## src/rtl/sfifo_param_if.sv

```systemverilog
// Write/read handshake, data and status bundle for sfifo_param.
// The testbench or parent drives the master side; the FIFO is the slave.
interface sfifo_param_if #(
  parameter int DATA_WIDTH = 8,
  parameter int ADDR_SIZE  = 4
);
  logic                  winc;
  logic [DATA_WIDTH-1:0] wdata;
  logic                  wfull;
  logic                  walmost_full;
  logic                  rinc;
  logic [DATA_WIDTH-1:0] rdata;
  logic                  rempty;
  logic                  ralmost_empty;
  logic [ADDR_SIZE:0]    count;
  logic                  overflow;
  logic                  underflow;
  logic                  clr_err;

  modport master (
    output winc, wdata, rinc, clr_err,
    input  wfull, walmost_full, rdata, rempty, ralmost_empty, count, overflow, underflow
  );

  modport slave (
    input  winc, wdata, rinc, clr_err,
    output wfull, walmost_full, rdata, rempty, ralmost_empty, count, overflow, underflow
  );
endinterface

```

## src/rtl/sfifo_param.sv

```systemverilog
// Single-clock parameterised FIFO with registered fill count, almost flags,
// sticky overflow/underflow and a selectable standard or first-word-fall-through read.
module sfifo_param #(
  parameter int DATA_WIDTH    = 8,
  parameter int ADDR_SIZE     = 4,
  parameter int AFULL_THRESH  = (2**ADDR_SIZE) - 2,
  parameter int AEMPTY_THRESH = 2,
  parameter bit FWFT          = 1'b0
) (
  input  logic          wclk,
  input  logic          wrst_n,
  sfifo_param_if.slave  bus
);
  localparam int DEPTH = 2**ADDR_SIZE;
  localparam logic [ADDR_SIZE:0] C_DEPTH  = (ADDR_SIZE+1)'(DEPTH);
  localparam logic [ADDR_SIZE:0] C_AFULL  = (ADDR_SIZE+1)'(AFULL_THRESH);
  localparam logic [ADDR_SIZE:0] C_AEMPTY = (ADDR_SIZE+1)'(AEMPTY_THRESH);

  logic [DATA_WIDTH-1:0] r_mem [DEPTH];
  logic [ADDR_SIZE:0]    r_wptr;
  logic [ADDR_SIZE:0]    r_rptr;
  logic [ADDR_SIZE:0]    r_count;
  logic                  r_overflow;
  logic                  r_underflow;

  logic                  w_full;
  logic                  w_empty;
  logic                  w_wr_en;
  logic                  w_rd_en;
  logic [ADDR_SIZE-1:0]  w_waddr;
  logic [ADDR_SIZE-1:0]  w_raddr;

  // Status comes only from the registered count, never from the request inputs.
  assign w_full  = (r_count == C_DEPTH);
  assign w_empty = (r_count == '0);
  assign w_waddr = r_wptr[ADDR_SIZE-1:0];
  assign w_raddr = r_rptr[ADDR_SIZE-1:0];

  // Reset gates the memory write too, so a transfer in a reset cycle is aborted.
  assign w_wr_en = bus.winc & ~w_full & wrst_n;
  assign w_rd_en = bus.rinc & ~w_empty;

  always_ff @(posedge wclk) begin
    if (w_wr_en)
      r_mem[w_waddr] <= bus.wdata;
  end

  always_ff @(posedge wclk or negedge wrst_n) begin
    if (!wrst_n) begin
      r_wptr      <= '0;
      r_rptr      <= '0;
      r_count     <= '0;
      r_overflow  <= 1'b0;
      r_underflow <= 1'b0;
    end else begin
      if (w_wr_en)
        r_wptr <= r_wptr + 1'b1;
      if (w_rd_en)
        r_rptr <= r_rptr + 1'b1;
      case ({w_wr_en, w_rd_en})
        2'b10:   r_count <= r_count + 1'b1;
        2'b01:   r_count <= r_count - 1'b1;
        default: r_count <= r_count;
      endcase
      // A new error event takes priority over a coincident clear.
      r_overflow  <= (bus.winc & w_full)  | (r_overflow  & ~bus.clr_err);
      r_underflow <= (bus.rinc & w_empty) | (r_underflow & ~bus.clr_err);
    end
  end

  generate
    if (FWFT) begin : g_fwft
      assign bus.rdata = w_empty ? '0 : r_mem[w_raddr];
    end else begin : g_std
      logic [DATA_WIDTH-1:0] r_rdata;
      always_ff @(posedge wclk or negedge wrst_n) begin
        if (!wrst_n)
          r_rdata <= '0;
        else if (w_rd_en)
          r_rdata <= r_mem[w_raddr];
      end
      assign bus.rdata = r_rdata;
    end
  endgenerate

  assign bus.wfull         = w_full;
  assign bus.rempty        = w_empty;
  assign bus.walmost_full  = (r_count >= C_AFULL);
  assign bus.ralmost_empty = (r_count <= C_AEMPTY);
  assign bus.count         = r_count;
  assign bus.overflow      = r_overflow;
  assign bus.underflow     = r_underflow;
endmodule

```

## src/flat_wrapper.sv

```systemverilog
// flat-port wrapper written by rule: the top's interface ports become plain ports
module sfifo_param_flat 
#(
  parameter int DATA_WIDTH    = 8,
  parameter int ADDR_SIZE     = 4,
  parameter int AFULL_THRESH  = (2**ADDR_SIZE) - 2,
  parameter int AEMPTY_THRESH = 2,
  parameter bit FWFT          = 1'b0
)
  (wclk, wrst_n, bus_winc, bus_wdata, bus_rinc, bus_clr_err, bus_wfull, bus_walmost_full, bus_rdata, bus_rempty, bus_ralmost_empty, bus_count, bus_overflow, bus_underflow);
  sfifo_param_if #(.DATA_WIDTH(DATA_WIDTH), .ADDR_SIZE(ADDR_SIZE)) bus_i ();
  input  logic wclk;
  input  logic wrst_n;
  input wire logic [$bits(bus_i.winc)-1:0] bus_winc;
  input wire logic [$bits(bus_i.wdata)-1:0] bus_wdata;
  input wire logic [$bits(bus_i.rinc)-1:0] bus_rinc;
  input wire logic [$bits(bus_i.clr_err)-1:0] bus_clr_err;
  output wire logic [$bits(bus_i.wfull)-1:0] bus_wfull;
  output wire logic [$bits(bus_i.walmost_full)-1:0] bus_walmost_full;
  output wire logic [$bits(bus_i.rdata)-1:0] bus_rdata;
  output wire logic [$bits(bus_i.rempty)-1:0] bus_rempty;
  output wire logic [$bits(bus_i.ralmost_empty)-1:0] bus_ralmost_empty;
  output wire logic [$bits(bus_i.count)-1:0] bus_count;
  output wire logic [$bits(bus_i.overflow)-1:0] bus_overflow;
  output wire logic [$bits(bus_i.underflow)-1:0] bus_underflow;
  assign bus_i.winc = bus_winc;
  assign bus_i.wdata = bus_wdata;
  assign bus_i.rinc = bus_rinc;
  assign bus_i.clr_err = bus_clr_err;
  assign bus_wfull = bus_i.wfull;
  assign bus_walmost_full = bus_i.walmost_full;
  assign bus_rdata = bus_i.rdata;
  assign bus_rempty = bus_i.rempty;
  assign bus_ralmost_empty = bus_i.ralmost_empty;
  assign bus_count = bus_i.count;
  assign bus_overflow = bus_i.overflow;
  assign bus_underflow = bus_i.underflow;
  sfifo_param #(.DATA_WIDTH(DATA_WIDTH), .ADDR_SIZE(ADDR_SIZE), .AFULL_THRESH(AFULL_THRESH), .AEMPTY_THRESH(AEMPTY_THRESH), .FWFT(FWFT)) u_core (.wclk(wclk), .wrst_n(wrst_n), .bus(bus_i));
endmodule
```

## config.mk

```make
export PLATFORM = sky130hd
export DESIGN_NAME = sfifo_param_flat
export DESIGN_NICKNAME = d
export VERILOG_FILES = /design/src/rtl/sfifo_param_if.sv /design/src/rtl/sfifo_param.sv /design/src/flat_wrapper.sv
export SDC_FILE = /design/constraint.sdc
export NUM_CORES = 1
export LEC_CHECK = 0
export BUFFER_PORTS_ARGS = -buffer_cell sky130_fd_sc_hd__buf_2
export CORE_UTILIZATION = 40
export CTS_CLUSTER_SIZE = 25
export DETAILED_ROUTE_END_ITERATION = 10
export HOLD_SLACK_MARGIN = 0.05
export SLEW_MARGIN = 20
export SYNTH_ARGS = -nofsm -noshare
export SYNTH_HDL_FRONTEND = slang
export SYNTH_SLANG_ARGS = --single-unit
```

## constraint.sdc

```tcl
create_clock -name wclk -period 7.41 [get_ports wclk]
set_clock_uncertainty 0.05 [all_clocks]
set_input_delay 0 -clock wclk [delete_from_list [all_inputs] [get_ports wclk]]
set_output_delay 0 -clock wclk [all_outputs]
set_load 0.01 [all_outputs]
```

# Yosys cells after proc, flatten, opt, wreduce, memory -nomap -nowiden
# Memories as Yosys holds them, arrays and structs flattened. A register that Yosys moved wholly into a read port is not among the register bits.
# Cells that the tools add are included.
classes:
  n_addsub: 4
  order_cmp: 2
  eq_ne: 3
  muxes: 3
  n_bitwise: 12
  reduce_logical: 3
ops:
  columns: ["op", "n"]
  rows:
  - ["adder 5 x 1 -> 5 bit (second input constant)", 3]
  - ["one-hot mux 5 bit (2 select lines)", 1]
  - ["bitwise AND 1 bit", 7]
  - ["equality test 5 bit (second input constant)", 1]
  - ["greater-or-equal comparator 5 x 4 -> 1 bit (second input constant)", 1]
  - ["<= comparator 5 x 2 -> 1 bit (second input constant)", 1]
  - ["logical NOT 5 bit", 1]
  - ["subtractor 5 x 1 -> 5 bit (second input constant)", 1]
  - ["inverter 1 bit", 3]
  - ["equality test 2 x 1 -> 1 bit (second input constant)", 1]
  - ["equality test 2 bit (second input constant)", 1]
  - ["two-way mux 1 bit", 2]
  - ["bitwise OR 1 bit", 2]
  - ["nonzero test 2 bit", 1]
  - ["logical NOT 1 bit", 1]
totals:
  register_bits: 17
  mem_bits_rw: 128
  input_bits: 13
  word_cells: 33
  n_memories: 1
mem_list:
  columns: ["name", "depth", "word_bits", "read_ports", "rd_ports_with_merged_regs", "write_ports", "line", "rtl"]
  rows:
  - ["u_core.r_mem", 16, 8, 1, 1, 1, "sfifo_param.sv:19", "logic [DATA_WIDTH-1:0] r_mem [DEPTH];"]

# Logic depth before layout (Yosys ltp)
# Gate-level depths: netlist (run 1).
logic_depth:
  depth_word: 6
  mapped_depth: 13
  mapped_depth_nobuf: 10

# Worst setup path after synthesis (run 1)
# No wires, ideal clock.
synth_path:
  path_type: "register -> register"
  from: "reg u_core.r_count[3], in the netlist u_core.bus.count[3]"
  to: "reg u_core.r_count[4], in the netlist u_core.bus.count[4]"
  setup_time_ps: 125
  arrival_time_ps: 2920
  slack_ps: 4315
  stages_incl_launch_ff: 13
  n_path_buf: 3
  synth_period_minus_slack_ps: 3095
  path_cell_list: "dfrtp_1 -> buf_6 -> or3_4 -> o31a_1 -> buf_2 -> ha_1 -> buf_2 -> xor2_1 -> ha_1 -> nor4b_1 -> mux2i_1 -> o211a_1 -> a2111oi_0"
synth_between:
  word_cells_on_any_way: 13
  classes_between: "add/sub (2); eq/ne (3); mux (1); bitwise (5); reduce/logical (2)"
synth_lines:
  columns: ["item", "line", "rtl"]
  rows:
  - ["start, declared", "sfifo_param.sv:22", "logic [ADDR_SIZE:0] r_count;"]
  - ["start signal, assigned", "sfifo_param.sv:61", "2'b10: r_count <= r_count + 1'b1;"]
  - ["start signal, assigned", "sfifo_param.sv:62", "2'b01: r_count <= r_count - 1'b1;"]
  - ["start signal, assigned", "sfifo_param.sv:63", "default: r_count <= r_count;"]
  - ["logical NOT 5 bit (*)", "sfifo_param.sv:35", "assign w_empty = (r_count == '0);"]
  - ["inverter 1 bit (*)", "sfifo_param.sv:41", "assign w_rd_en = bus.rinc & ~w_empty;"]
  - ["bitwise AND 1 bit (*)", "sfifo_param.sv:41", null]
  - ["via u_core.w_rd_en", "sfifo_param.sv:29", "logic w_rd_en;"]
  - ["equality test 2 x 1 -> 1 bit or equality test 2 bit (tied branches)", "sfifo_param.sv:60", "case ({w_wr_en, w_rd_en})"]
  - ["one-hot mux 5 bit (2 select lines) or nonzero test 2 bit (tied branches)", null, null]
# Mark *: on every way through the listed nets, which the timed path passes. The rest lies on a longest branch.
# A chain may end at the register's enable or synchronous reset.

# Worst setup path in the final report (run 1)
layout_path:
  from: "reg u_core.r_count[3], in the netlist u_core.bus.count[3]"
  to: "reg u_core.r_count[4], in the netlist u_core.bus.count[4]"
layout_between:
  elab_chain_len: 6
  word_cells_on_any_way: 13
  classes_between: "add/sub (2); eq/ne (3); mux (1); bitwise (5); reduce/logical (2)"
layout_rtl:
  columns: ["item", "line", "rtl"]
  rows:
  - ["equality test 5 bit", "sfifo_param.sv:34", "assign w_full = (r_count == C_DEPTH);"]
  - ["inverter 1 bit", "sfifo_param.sv:40", "assign w_wr_en = bus.winc & ~w_full & wrst_n;"]
  - ["bitwise AND 1 bit (2 in series)", "sfifo_param.sv:40", null]
  - ["equality test 2 x 1 -> 1 bit or equality test 2 bit (tied branches)", "sfifo_param.sv:60", null]
  - ["one-hot mux 5 bit (2 select lines) or nonzero test 2 bit (tied branches)", null, null]
# Parallel ways exist; a longest one is shown, timed or not.

==> impl_metrics.env, run 1 <==
export IMPL_tritoncts_clock_tree="done"
export IMPL_number_of_synthesized_flops_with_an_enable_pin=128
export IMPL_timing_critical_path_to_type="flop"
export IMPL_dp_area_sq_um=6464
export IMPL_postRouteWirelength_um=12280
export IMPL_worst_slew_pin_tran_ns=0.8847
export IMPL_r2r_start="u_core.bus.count[3]"
export IMPL_clkTransAtPathRegs_ns=0.06
export IMPL_cts_max_level=4
export IMPL_critPathMaxStageDelay_ns=0.54
export IMPL_cts_made_buffers=17
export IMPL_ys_ff_latch=151
export IMPL_first_pass_iters=4
export IMPL_final_max_slew_violation_count=0
export IMPL_nNetsFinal=385
export IMPL_gr_usage_all_layers=0.1712
export IMPL_layout_commonest_cell="edfxtp_1"
export IMPL_rsz0062_at_grt="no"
export IMPL_grt_pass1_vias=3178
export IMPL_synth_main_ff_cell="edfxtp_1"
export IMPL_vias=3109
export IMPL_clock_path_buffers=2
export IMPL_synthesis_area_per_instance_sq_um=19.50
export IMPL_synth_async_reset_ratio=0.1523
export IMPL_layout_min_cycle_time_ns=3.496
export IMPL_worst_hold_path_type="input port to asynchronous set/reset pin"
export IMPL_io_pins=32
export IMPL_netlist_area_before_placement_sq_um=6200
export IMPL_grt_overflow_total=0
export IMPL_routed_wire_length_per_instance_um=21.73
export IMPL_grt_antenna_before_repair=0
export IMPL_first_pass_grt_wire_length_um=19080
export IMPL_critPathMaxFanout=22
export IMPL_synth_lib_cells_used_distinct=41
export IMPL_total_leakage_power_nw=2.537
export IMPL_synthToLayoutAreaGrowth_pct=15.64
export IMPL_drt_vias_per_instance=5.503
export IMPL_slew_limit_headroom=0.4102
export IMPL_final_setup_tns_ns=0
export IMPL_number_of_inserted_diodes=0
export IMPL_fmax_mhz=286.0
export IMPL_post_synth_top_area_cell="edfxtp_1"
export IMPL_finalSetupViolations=0
export IMPL_crit_type="flop to flop"
export IMPL_non_filler_cell_area_final_sq_um=7169
export IMPL_period_utilisation_layout=0.4718
export IMPL_final_hold_viol_count=0
export IMPL_fin_hold_ws_ns=0.05965
export IMPL_vdd_ir_drop_worst_mv=0.1906
export IMPL_synth_warnings=0
export IMPL_crit_slowest_cell="o31a_1"
export IMPL_mapped_cells=318
export IMPL_critical_path_arrival_ns=3.74
export IMPL_first_iter_violations=196
export IMPL_pin_count_of_the_biggest_net_entering_global_routing=35
export IMPL_mappedNetlistNets=339
export IMPL_largest_delay_share_family_worst_path="compound AO/OA/AOI/OAI gates"
export IMPL_core_area_sq_um=15150
export IMPL_place_detailed_hpwl_um=7456
export IMPL_worstSetupStartpointType="flop"
export IMPL_cts_root_buffer="clkbuf_16"
export IMPL_detail_route_drc_violations=0
export IMPL_area_enclosed_by_the_die_boundary_sq_um=16000
export IMPL_gpl_final_weighted_congestion=0.8210
export IMPL_antenna_left=0
export IMPL_critical_path_cell_chain="or3_4 > o31a_1 > ha_1 > xor2_1 > ha_1 > nor4b_1 > mux2i_1 > o211a_1 > a2111oi_0"
export IMPL_port_buffers=31
export IMPL_cp_buffers_inverters=0
export IMPL_crit_path_frequent_cell="ha_1"
export IMPL_maxCapViolations=0
export IMPL_layout_drive_gt1_share=0.2732
export IMPL_cp_startpoint="u_core.bus.count[3]"
export IMPL_yosysSeqAreaShare=0.7128
export IMPL_post_cts_resize_count=0
export IMPL_total_number_of_placement_rows=45
export IMPL_wp_data_required_ns=7.65
export IMPL_source_to_sink_clock_delay_at_the_later_pin_of_the_worst_skew_pair_ns=0.42
export IMPL_floorplan_initialDensity=0.4093
export IMPL_yosysTopAreaCellShare=0.6200
export IMPL_die_h_um=126.5
export IMPL_layout_common_cells="128 x edfxtp_1, 31 x buf_2, 23 x mux4_2"
export IMPL_synth_area_top_cells="edfxtp_1 62%, dfrtp_1 9.3%, mux4_2 8.4%, mux4_1 3.8%, mux2_2 1.8%"
export IMPL_p_per_area_nw_per_um2=373.3
export IMPL_status="complete, no violations"
export IMPL_die_w_um=126.5
export IMPL_numClockSinks=151
[synth_stat cells (3+ instances only)]
| cell type | count |
|---|---|
| ha_1 | 8 |
| nor2_1 | 3 |
| mux4_2 | 23 |
| buf_6 | 6 |
| mux4_1 | 9 |
| and3_1 | 15 |
| nand2b_1 | 3 |
| xor2_1 | 5 |
| inv_1 | 5 |
| dfrtp_1 | 23 |
| xnor2_1 | 6 |
| buf_2 | 6 |
| a21oi_1 | 10 |
| nand2_1 | 3 |
| nor3_1 | 4 |
| clkbuf_1 | 3 |
| edfxtp_1 | 128 |
| o22ai_1 | 17 |
| nor2b_1 | 3 |
| mux2_2 | 10 |
[kinds of logic (layout without fill, tap and decap cells)]
logic type      Yosys count  in the layout  share of synthesized area
flops                   151            151                     0.7128
mux                      43             43                     0.1415
simple gates             41             41                    0.04057
compound gates           40             40                    0.04722
buf+inv                  24             83                    0.02624
xor+xnor                 11             11                    0.01554
fa+ha+maj                 8              8                    0.01615
[cell type report]
type / count / area (sq um)
Fill cell: 1263 / 7976
Sequential cell: 151 / 4422
Clock inverter: 9 / 97.59
Multi-Input combinational cell: 143 / 1618
Inverter: 5 / 18.77
Timing Repair Buffer: 46 / 300.3
Tap cell: 188 / 235.2
Clock buffer: 23 / 478.0
[through the flow]
step | power (mW) | setup slack, ns | utilization | instances
global placement | 1.848 | 4.150 | 0.4268 | 520
floorplan | 1.674 | 4.315 | - | 318
CTS | 2.704 | 3.950 | 0.4734 | 565
finish | 2.676 | 3.914 | 0.4734 | 565
global route | 2.798 | 3.537 | 0.4734 | 565
detailed placement | 1.866 | 3.962 | 0.4268 | 520
[final timing paths]
| check | endpoint | slack (ns) | depth (start not counted) |
|---|---|---|---|
| max | u_core.bus.count[4] | 3.91 | 9 |
| min | u_core.bus.overflow | 0.06 | 2 |
| max reg2reg | u_core.bus.count[4] | 3.91 | 9 |
| min reg2reg | u_core.r_wptr[3] | 0.53 | 1 |
| max in group asynchronous | u_core.r_rptr[2] | 6.84 | 2 |
| min in group wclk | u_core.bus.overflow | 0.39 | 4 |
[registers in the layout (all words and copies together), names as in the netlist]
| signal | count |
|---|---|
| u_core.r_mem | 128 |
| u_core.bus.rdata | 8 |
| u_core.bus.count | 5 |
| u_core.r_rptr | 4 |
| u_core.r_wptr | 4 |
| u_core.bus.overflow | 1 |
| u_core.bus.underflow | 1 |
[where the power goes]
part           switching, mW  internal [mW]
Combinational          0.332          0.348
Sequential             0.144           1.02
Clock                  0.312          0.519
Total                  0.788           1.89
[what timing repair did]
action / CTS / global route
hold buffers: 13 / 0
setup endpoints to repair: 0 / 0
hold endpoints to repair: 165 / 0
buffers inserted: 0 / 0
[metal layers]
metal / up-vias / track usage / part of all wire
li1: 1395 / - / -
met5: - / 0 / 0
met2: 73 / 0.2834 / 0.50
met3: 20 / 0.04682 / 0.037
met4: 0 / 0.08434 / 0.023
met1: 1621 / 0.2076 / 0.44
(Power assumes the default switching activity.)
==> run 2: changes to the inputs <==
--- a/config.mk
+++ b/config.mk
@@ -5,6 +5,7 @@
 export SDC_FILE = /design/constraint.sdc
 export NUM_CORES = 1
 export LEC_CHECK = 0
+export ABC_AREA = 1
 export BUFFER_PORTS_ARGS = -buffer_cell sky130_fd_sc_hd__buf_2
 export CORE_UTILIZATION = 40
 export CTS_CLUSTER_SIZE = 25
==> constraint.sdc (replaced) <==
create_clock -name wclk -period 3.1 [get_ports wclk]
set_clock_uncertainty 0.05 [all_clocks]
set_input_delay 0 -clock wclk [delete_from_list [all_inputs] [get_ports wclk]]
set_output_delay 0 -clock wclk [all_outputs]
set_load 0.01 [all_outputs]
==> run 2 against run 1 <==
  * Critical path depth up 6
  * Synthesized cell count up 110%
  * Count of clock-buffer cells in the layout down 4
  * Die area up 8.7%
  * First-iteration DRC count up 100%
  * Critical endpoint unchanged
  * Setup slack worse by 3.5 ns
  * Utilization up 0.20 points
  * Sequential power up 120%
  * Non-clock buffer count up 4
  * Power rose to 2.7 times the previous value
  * Flip-flop and latch count unchanged
==> impl_metrics.env, run 2 <==
export IMPL_synth_warnings=0
export IMPL_nNetsFinal=744
export IMPL_worst_hold_path_type="input port to asynchronous set/reset pin"
export IMPL_ctsHoldBuffers=13
export IMPL_total_number_of_placement_rows=47
export IMPL_final_hold_viol_count=0
export IMPL_yosysTopAreaCellShare=0.5697
export IMPL_grt_overflow_total=0
export IMPL_first_pass_grt_wire_length_um=23920
export IMPL_fmax_mhz=369.6
export IMPL_post_layout_nonfiller_instances=956
export IMPL_synth_lib_cells_used_distinct=24
export IMPL_port_buffers=31
export IMPL_synth_async_reset_ratio=0.1523
export IMPL_grt_antenna_before_repair=0
export IMPL_rsz0062_at_grt="no"
export IMPL_core_area_sq_um=16520
export IMPL_yosysSeqAreaShare=0.6550
export IMPL_postRouteWirelength_um=15120
export IMPL_dp_area_sq_um=7066
export IMPL_finalSetupViolations=0
export IMPL_post_cts_resize_count=0
export IMPL_place_detailed_hpwl_um=9630
export IMPL_fin_hold_ws_ns=0.07762
export IMPL_clock_path_buffers=2
export IMPL_status="complete, no violations"
export IMPL_netlist_area_before_placement_sq_um=6746
export IMPL_antenna_left=0
export IMPL_numClockSinks=151
export IMPL_post_synth_top_area_cell="edfxtp_1"
export IMPL_crit_type="flop to flop"
export IMPL_non_filler_cell_area_final_sq_um=7855
export IMPL_cts_made_buffers=17
export IMPL_die_w_um=131.9
export IMPL_timing_final_ws_setup_ns=0.3941
export IMPL_slew_limit_headroom=0.2639
export IMPL_preCtsSetupSlack_ns=0.4220
export IMPL_ys_ff_latch=151
export IMPL_synth_main_ff_cell="edfxtp_1"
export IMPL_first_iter_violations=392
export IMPL_critPathMaxFanout=13
export IMPL_cts_max_level=4
export IMPL_postLayoutCoreUtil=0.4754
export IMPL_drt_vias_per_instance=4.769
export IMPL_p_per_area_nw_per_um2=910.9
export IMPL_mappedNetlistNets=702
export IMPL_total_leakage_power_nw=3.533
export IMPL_die_h_um=131.9
export IMPL_final_max_slew_violation_count=0
export IMPL_cts_root_buffer="clkbuf_16"
export IMPL_number_of_inserted_diodes=0
export IMPL_top_register="u_core.r_mem"
export IMPL_area_enclosed_by_the_die_boundary_sq_um=17390
export IMPL_dp_cells=911
export IMPL_postCtsSetupRepairBufs=0
export IMPL_maxCapViolations=0
export IMPL_first_pass_iters=5
export IMPL_layout_drive_gt1_share=0.09783
export IMPL_design_power_total_mw=7.155
export IMPL_detail_route_drc_violations=0
export IMPL_pin_count_of_the_biggest_net_entering_global_routing=67
export IMPL_routed_wire_length_per_instance_um=15.81
export IMPL_synthToLayoutAreaGrowth_pct=16.43
export IMPL_layout_commonest_cell="nand2_1"
export IMPL_grt_pass1_vias=4327
export IMPL_critical_path_arrival_ns=2.97
export IMPL_mapped_cells=681
export IMPL_layout_min_cycle_time_ns=2.706
export IMPL_gpl_final_weighted_congestion=0.8190
export IMPL_period_utilisation_layout=0.8729
export IMPL_post_synth_most_frequent_cells="227 x nand2_1, 128 x edfxtp_1, 120 x inv_1"
export IMPL_worst_slew_pin_tran_ns=1.103
export IMPL_synthesis_area_per_instance_sq_um=9.907
export IMPL_timing_critical_path_to_type="flop"
export IMPL_tritoncts_clock_tree="done"
export IMPL_synth_area_top_cells="edfxtp_1 57%, nand2_1 13%, dfrtp_1 8.5%, nand3_1 7.7%, inv_1 6.7%"
export IMPL_synth_most_common_cell="nand2_1"
export IMPL_wp_data_required_ns=3.37
export IMPL_number_of_synthesized_flops_with_an_enable_pin=128
export IMPL_gr_usage_all_layers=0.1846
export IMPL_vdd_ir_drop_worst_mv=0.4485
export IMPL_clkTransAtPathRegs_ns=0.06
export IMPL_source_to_sink_clock_delay_at_the_later_pin_of_the_worst_skew_pair_ns=0.42
export IMPL_largest_reg_flops=128
export IMPL_vias=4559
export IMPL_io_pins=32
export IMPL_layout_common_cells="227 x nand2_1, 128 x edfxtp_1, 120 x inv_1"
export IMPL_floorplan_initialDensity=0.4083
export IMPL_worstSetupStartpointType="flop"
export IMPL_final_setup_tns_ns=0
-- run 2: changes by cell type after synthesis, moves of 12 or more --
cell	change
and3_1	-15
buf_2	+12
inv_1	+115
mux4_2	-23
nand2_1	+224
nand3_1	+103
nor2_1	+16
o22ai_1	-16
-- run 2: kinds of logic after synthesis --
| family | count (synthesis) | synth area share |
|---|---|---|
| AND/OR/NAND/NOR | 355 | 0.2192 |
| flip-flops | 151 | 0.6550 |
| buffers and inverters | 149 | 0.09124 |
| AO/OA/AOI/OAI | 9 | 0.007976 |
| XOR/XNOR | 9 | 0.01168 |
| adder cells (fa/ha/maj) | 8 | 0.01484 |
-- run 2: routing by layer --
layer	GRT usage	vias to the layer above	share of wire
met2	0.2895	122	0.47
met3	0.03883	24	0.056
met5	0	-	0
met1	0.2523	2153	0.46
met4	0.07106	0	0.019
li1	-	2260	-
-- run 2: critical path: stages (launching register included) --
cell and delay (ns):
dfrtp_1 0.42, nor2_2 0.16, nand4_1 0.12, nand2_1 0.29
inv_1 0.26, ha_1 0.35, xor2_1 0.19, ha_1 0.20
inv_1 0.06, nand2_1 0.10, nand3_1 0.13, nand2_1 0.06
nand2_1 0.06, nand2_1 0.05, nand2_1 0.05, nand2_1 0.05
-- run 2: path summary, 6_finish.rpt --
path | startpoint | to | slack (ns) | depth (start not counted)
worst max-delay path | u_core.bus.count[2] | u_core.bus.count[4] | 0.39 | 15
max in group asynchronous | wrst_n | u_core.r_rptr[0] | 2.67 | 3
worst min-delay path | wrst_n | u_core.bus.overflow | 0.08 | 3
min in group wclk | bus_clr_err | u_core.bus.underflow | 0.29 | 3
worst min register to register | u_core.bus.rdata[0] | u_core.bus.rdata[0] | 0.44 | 2
worst max register to register | u_core.bus.count[2] | u_core.bus.count[4] | 0.39 | 15
-- run 2: area by class of cell --
type                       count  area, sq um
clock buffer                  19        432.9
clock inverter                13        226.5
fill                        1509         8670
inverter                     122        457.9
multi-input combinational    381         1712
sequential                   151         4420
tap                          220        275.3
timing repair buffer          50        330.3
-- run 2: where the power goes --
part / internal, mW / total (mW) / switching, mW
Combinational: 0.697 / 2.26 / 1.56
Sequential: 2.44 / 2.60 / 0.164
Clock: 1.51 / 2.29 / 0.785
==> run 3: changes to the inputs <==
--- a/config.mk
+++ b/config.mk
@@ -7,10 +7,13 @@
 export LEC_CHECK = 0
 export ABC_AREA = 1
 export BUFFER_PORTS_ARGS = -buffer_cell sky130_fd_sc_hd__buf_2
+export CELL_PAD_IN_SITES_DETAIL_PLACEMENT = 1
+export CELL_PAD_IN_SITES_GLOBAL_PLACEMENT = 1
 export CORE_UTILIZATION = 40
 export CTS_CLUSTER_SIZE = 25
 export DETAILED_ROUTE_END_ITERATION = 10
 export HOLD_SLACK_MARGIN = 0.05
+export PLACE_DENSITY_LB_ADDON = 0.1
 export SLEW_MARGIN = 20
 export SYNTH_ARGS = -nofsm -noshare
 export SYNTH_HDL_FRONTEND = slang
==> run 3 against run 2 <==
  * Wire length increased by 14%
  * Count of clock-buffer cells in the layout decreased by 1
  * Worst hold slack improved by 0.037 ns
  * Highest routed layer unchanged
  * Fmax increased by 1.1%
  * Largest power group unchanged
  * Utilization decreased by 0.46 points
  * Largest cell class unchanged
  * Sequential power about the same
  * Via count increased by 1.4%
==> impl_metrics.env, run 3 (synthesized netlist as in run 2, its figures left out) <==
export IMPL_first_pass_grt_wire_length_um=27340
export IMPL_layout_commonest_cell="nand2_1"
export IMPL_layout_common_cells="227 x nand2_1, 128 x edfxtp_1, 119 x inv_1"
export IMPL_first_iter_violations=247
export IMPL_first_pass_iters=5
export IMPL_io_pins=32
export IMPL_critPathMaxStageDelay_ns=0.44
export IMPL_pin_count_of_the_biggest_net_entering_global_routing=67
export IMPL_gr_usage_all_layers=0.2141
export IMPL_slew_limit_headroom=0.3852
export IMPL_layout_min_cycle_time_ns=2.677
export IMPL_floorplan_initialDensity=0.4083
export IMPL_total_number_of_placement_rows=47
export IMPL_cts_root_buffer="clkbuf_16"
export IMPL_area_enclosed_by_the_die_boundary_sq_um=17390
export IMPL_dp_area_sq_um=7086
export IMPL_period_utilisation_layout=0.8636
export IMPL_core_area_sq_um=16520
export IMPL_crit_type="flop to flop"
export IMPL_port_buffers=31
export IMPL_postCtsSetupRepairBufs=0
export IMPL_die_h_um=131.9
export IMPL_worst_r2r_cell_count=15
export IMPL_source_to_sink_clock_delay_at_the_later_pin_of_the_worst_skew_pair_ns=0.42
export IMPL_critPathMaxFanout=13
export IMPL_number_of_inserted_diodes=0
export IMPL_clkTransAtPathRegs_ns=0.06
export IMPL_timing_critical_path_to_type="flop"
export IMPL_grt_overflow_total=0
export IMPL_critical_path_cell_chain="inv_1 > nand4_1 > nand2_1 > buf_4 > inv_1 > ha_1 > xor2_1 > ha_1 > inv_1 > nand2_1 > nand3_1 > nand3_1 > nand2_1 > nand2_1 > nand2_1"
export IMPL_non_filler_cell_area_final_sq_um=7779
export IMPL_tritoncts_clock_tree="done"
export IMPL_detail_route_drc_violations=0
export IMPL_worstSetupStartpointType="flop"
export IMPL_top_register="u_core.r_mem"
export IMPL_nNetsFinal=745
export IMPL_postRouteWirelength_um=17260
export IMPL_worst_hold_path_type="input port to asynchronous set/reset pin"
export IMPL_crit_path_frequent_cell="nand2_1"
export IMPL_antenna_left=0
export IMPL_fmax_mhz=373.5
export IMPL_numClockSinks=151
export IMPL_die_w_um=131.9
export IMPL_wp_data_required_ns=3.36
export IMPL_final_hold_viol_count=0
export IMPL_grt_antenna_before_repair=0
export IMPL_cts_made_buffers=17
export IMPL_grt_pass1_vias=4739
export IMPL_worst_slew_pin_tran_ns=0.9188
export IMPL_gpl_final_weighted_congestion=0.8207
export IMPL_layout_drive_gt1_share=0.09905
export IMPL_final_max_slew_violation_count=0
export IMPL_post_cts_resize_count=0
export IMPL_critical_path_arrival_ns=2.94
export IMPL_crit_slowest_cell="dfrtp_1"
export IMPL_ctsHoldBuffers=13
export IMPL_rsz0062_at_grt="no"
export IMPL_drt_vias_per_instance=4.829
export IMPL_maxCapViolations=0
export IMPL_clock_path_buffers=2
export IMPL_largest_reg_flops=128
export IMPL_vias=4621
export IMPL_status="complete, no violations"
export IMPL_place_detailed_hpwl_um=11090
export IMPL_p_per_area_nw_per_um2=897.8
export IMPL_final_setup_tns_ns=0
export IMPL_vdd_ir_drop_worst_mv=0.3999
export IMPL_routed_wire_length_per_instance_um=18.04
export IMPL_cts_max_level=4
export IMPL_finalSetupViolations=0
export IMPL_total_leakage_power_nw=3.503
export IMPL_synthToLayoutAreaGrowth_pct=15.30
==> run 3: cell types whose count changed in the layout (fill, tap and decap cells not counted) <==
cell,before,now
clkinv_4,0,2
clkinv_2,3,5
clkinvlp_4,3,2
inv_2,1,2
inv_1,120,119
clkbuf_1,2,1
buf_12,0,1
clkinv_1,1,3
bufinv_16,6,2
==> run 3: worst max-delay path, delay by kind of cell (launching register included) <==
kind | cells | cell delay [ns]
XOR/XNOR | 1 | 0.24
flip-flops | 1 | 0.44
adder cells (fa/ha/maj) | 2 | 0.54
AND/OR/NAND/NOR | 8 | 0.66
buffers and inverters | 4 | 0.63
==> run 3: path summary, 6_finish.rpt <==
path | startpoint | endpoint | slack [ns]
min | wrst_n | u_core.bus.count[4] | 0.11
max reg2reg | u_core.bus.count[1] | u_core.bus.count[4] | 0.42
max | u_core.bus.count[1] | u_core.bus.count[4] | 0.42
max in group asynchronous | wrst_n | u_core.r_rptr[0] | 2.62
min reg2reg | u_core.bus.rdata[1] | u_core.bus.rdata[1] | 0.43
min in group wclk | bus_clr_err | u_core.bus.overflow | 0.28
==> run 3: where the power goes <==
| group | total [mW] | leakage (nW) | switching, mW | internal [mW] |
|---|---|---|---|---|
| Clock | 1.98 | 0.275 | 0.800 | 1.17 |
| Sequential | 2.61 | 1.43 | 0.172 | 2.44 |
| Combinational | 2.40 | 1.80 | 1.68 | 0.718 |
| Total | 6.98 | 3.50 | 2.65 | 4.33 |
==> run 3: per-stage QoR <==
| step | hold slack, ns | power, mW | cells | setup WS, ns | utilization |
|---|---|---|---|---|---|
| 2_1_floorplan | -0.3456 | 4.235 | 681 | 0.9385 | - |
| 3_3_place_gp | 0.02900 | 5.006 | 912 | 0.5736 | 0.4288 |
| 3_5_place_dp | 0.02655 | 5.058 | 912 | 0.4355 | 0.4288 |
| 4_1_cts | 0.1283 | 7.069 | 957 | 0.4302 | 0.4707 |
| 5_1_grt | 0.1498 | 7.409 | 957 | 0.03955 | 0.4707 |
| 6_report | 0.1141 | 6.983 | 957 | 0.4228 | 0.4707 |
==> run 3: routing by layer <==
metal	track usage	routed length [um]
met1	0.2944	8168
met2	0.3486	8394
met3	0.03922	474
met4	0.05814	226
met5	0	0
==> run 3: cell type report <==
class                           instances  area (sq um)
Multi-Input combinational cell        381          1712
Clock inverter                         14         133.9
Inverter                              122         457.9
Clock buffer                           18         429.2
Timing Repair Buffer                   51         350.3
Tap cell                              220         275.3
Sequential cell                       151          4420
Fill cell                            1830          8746
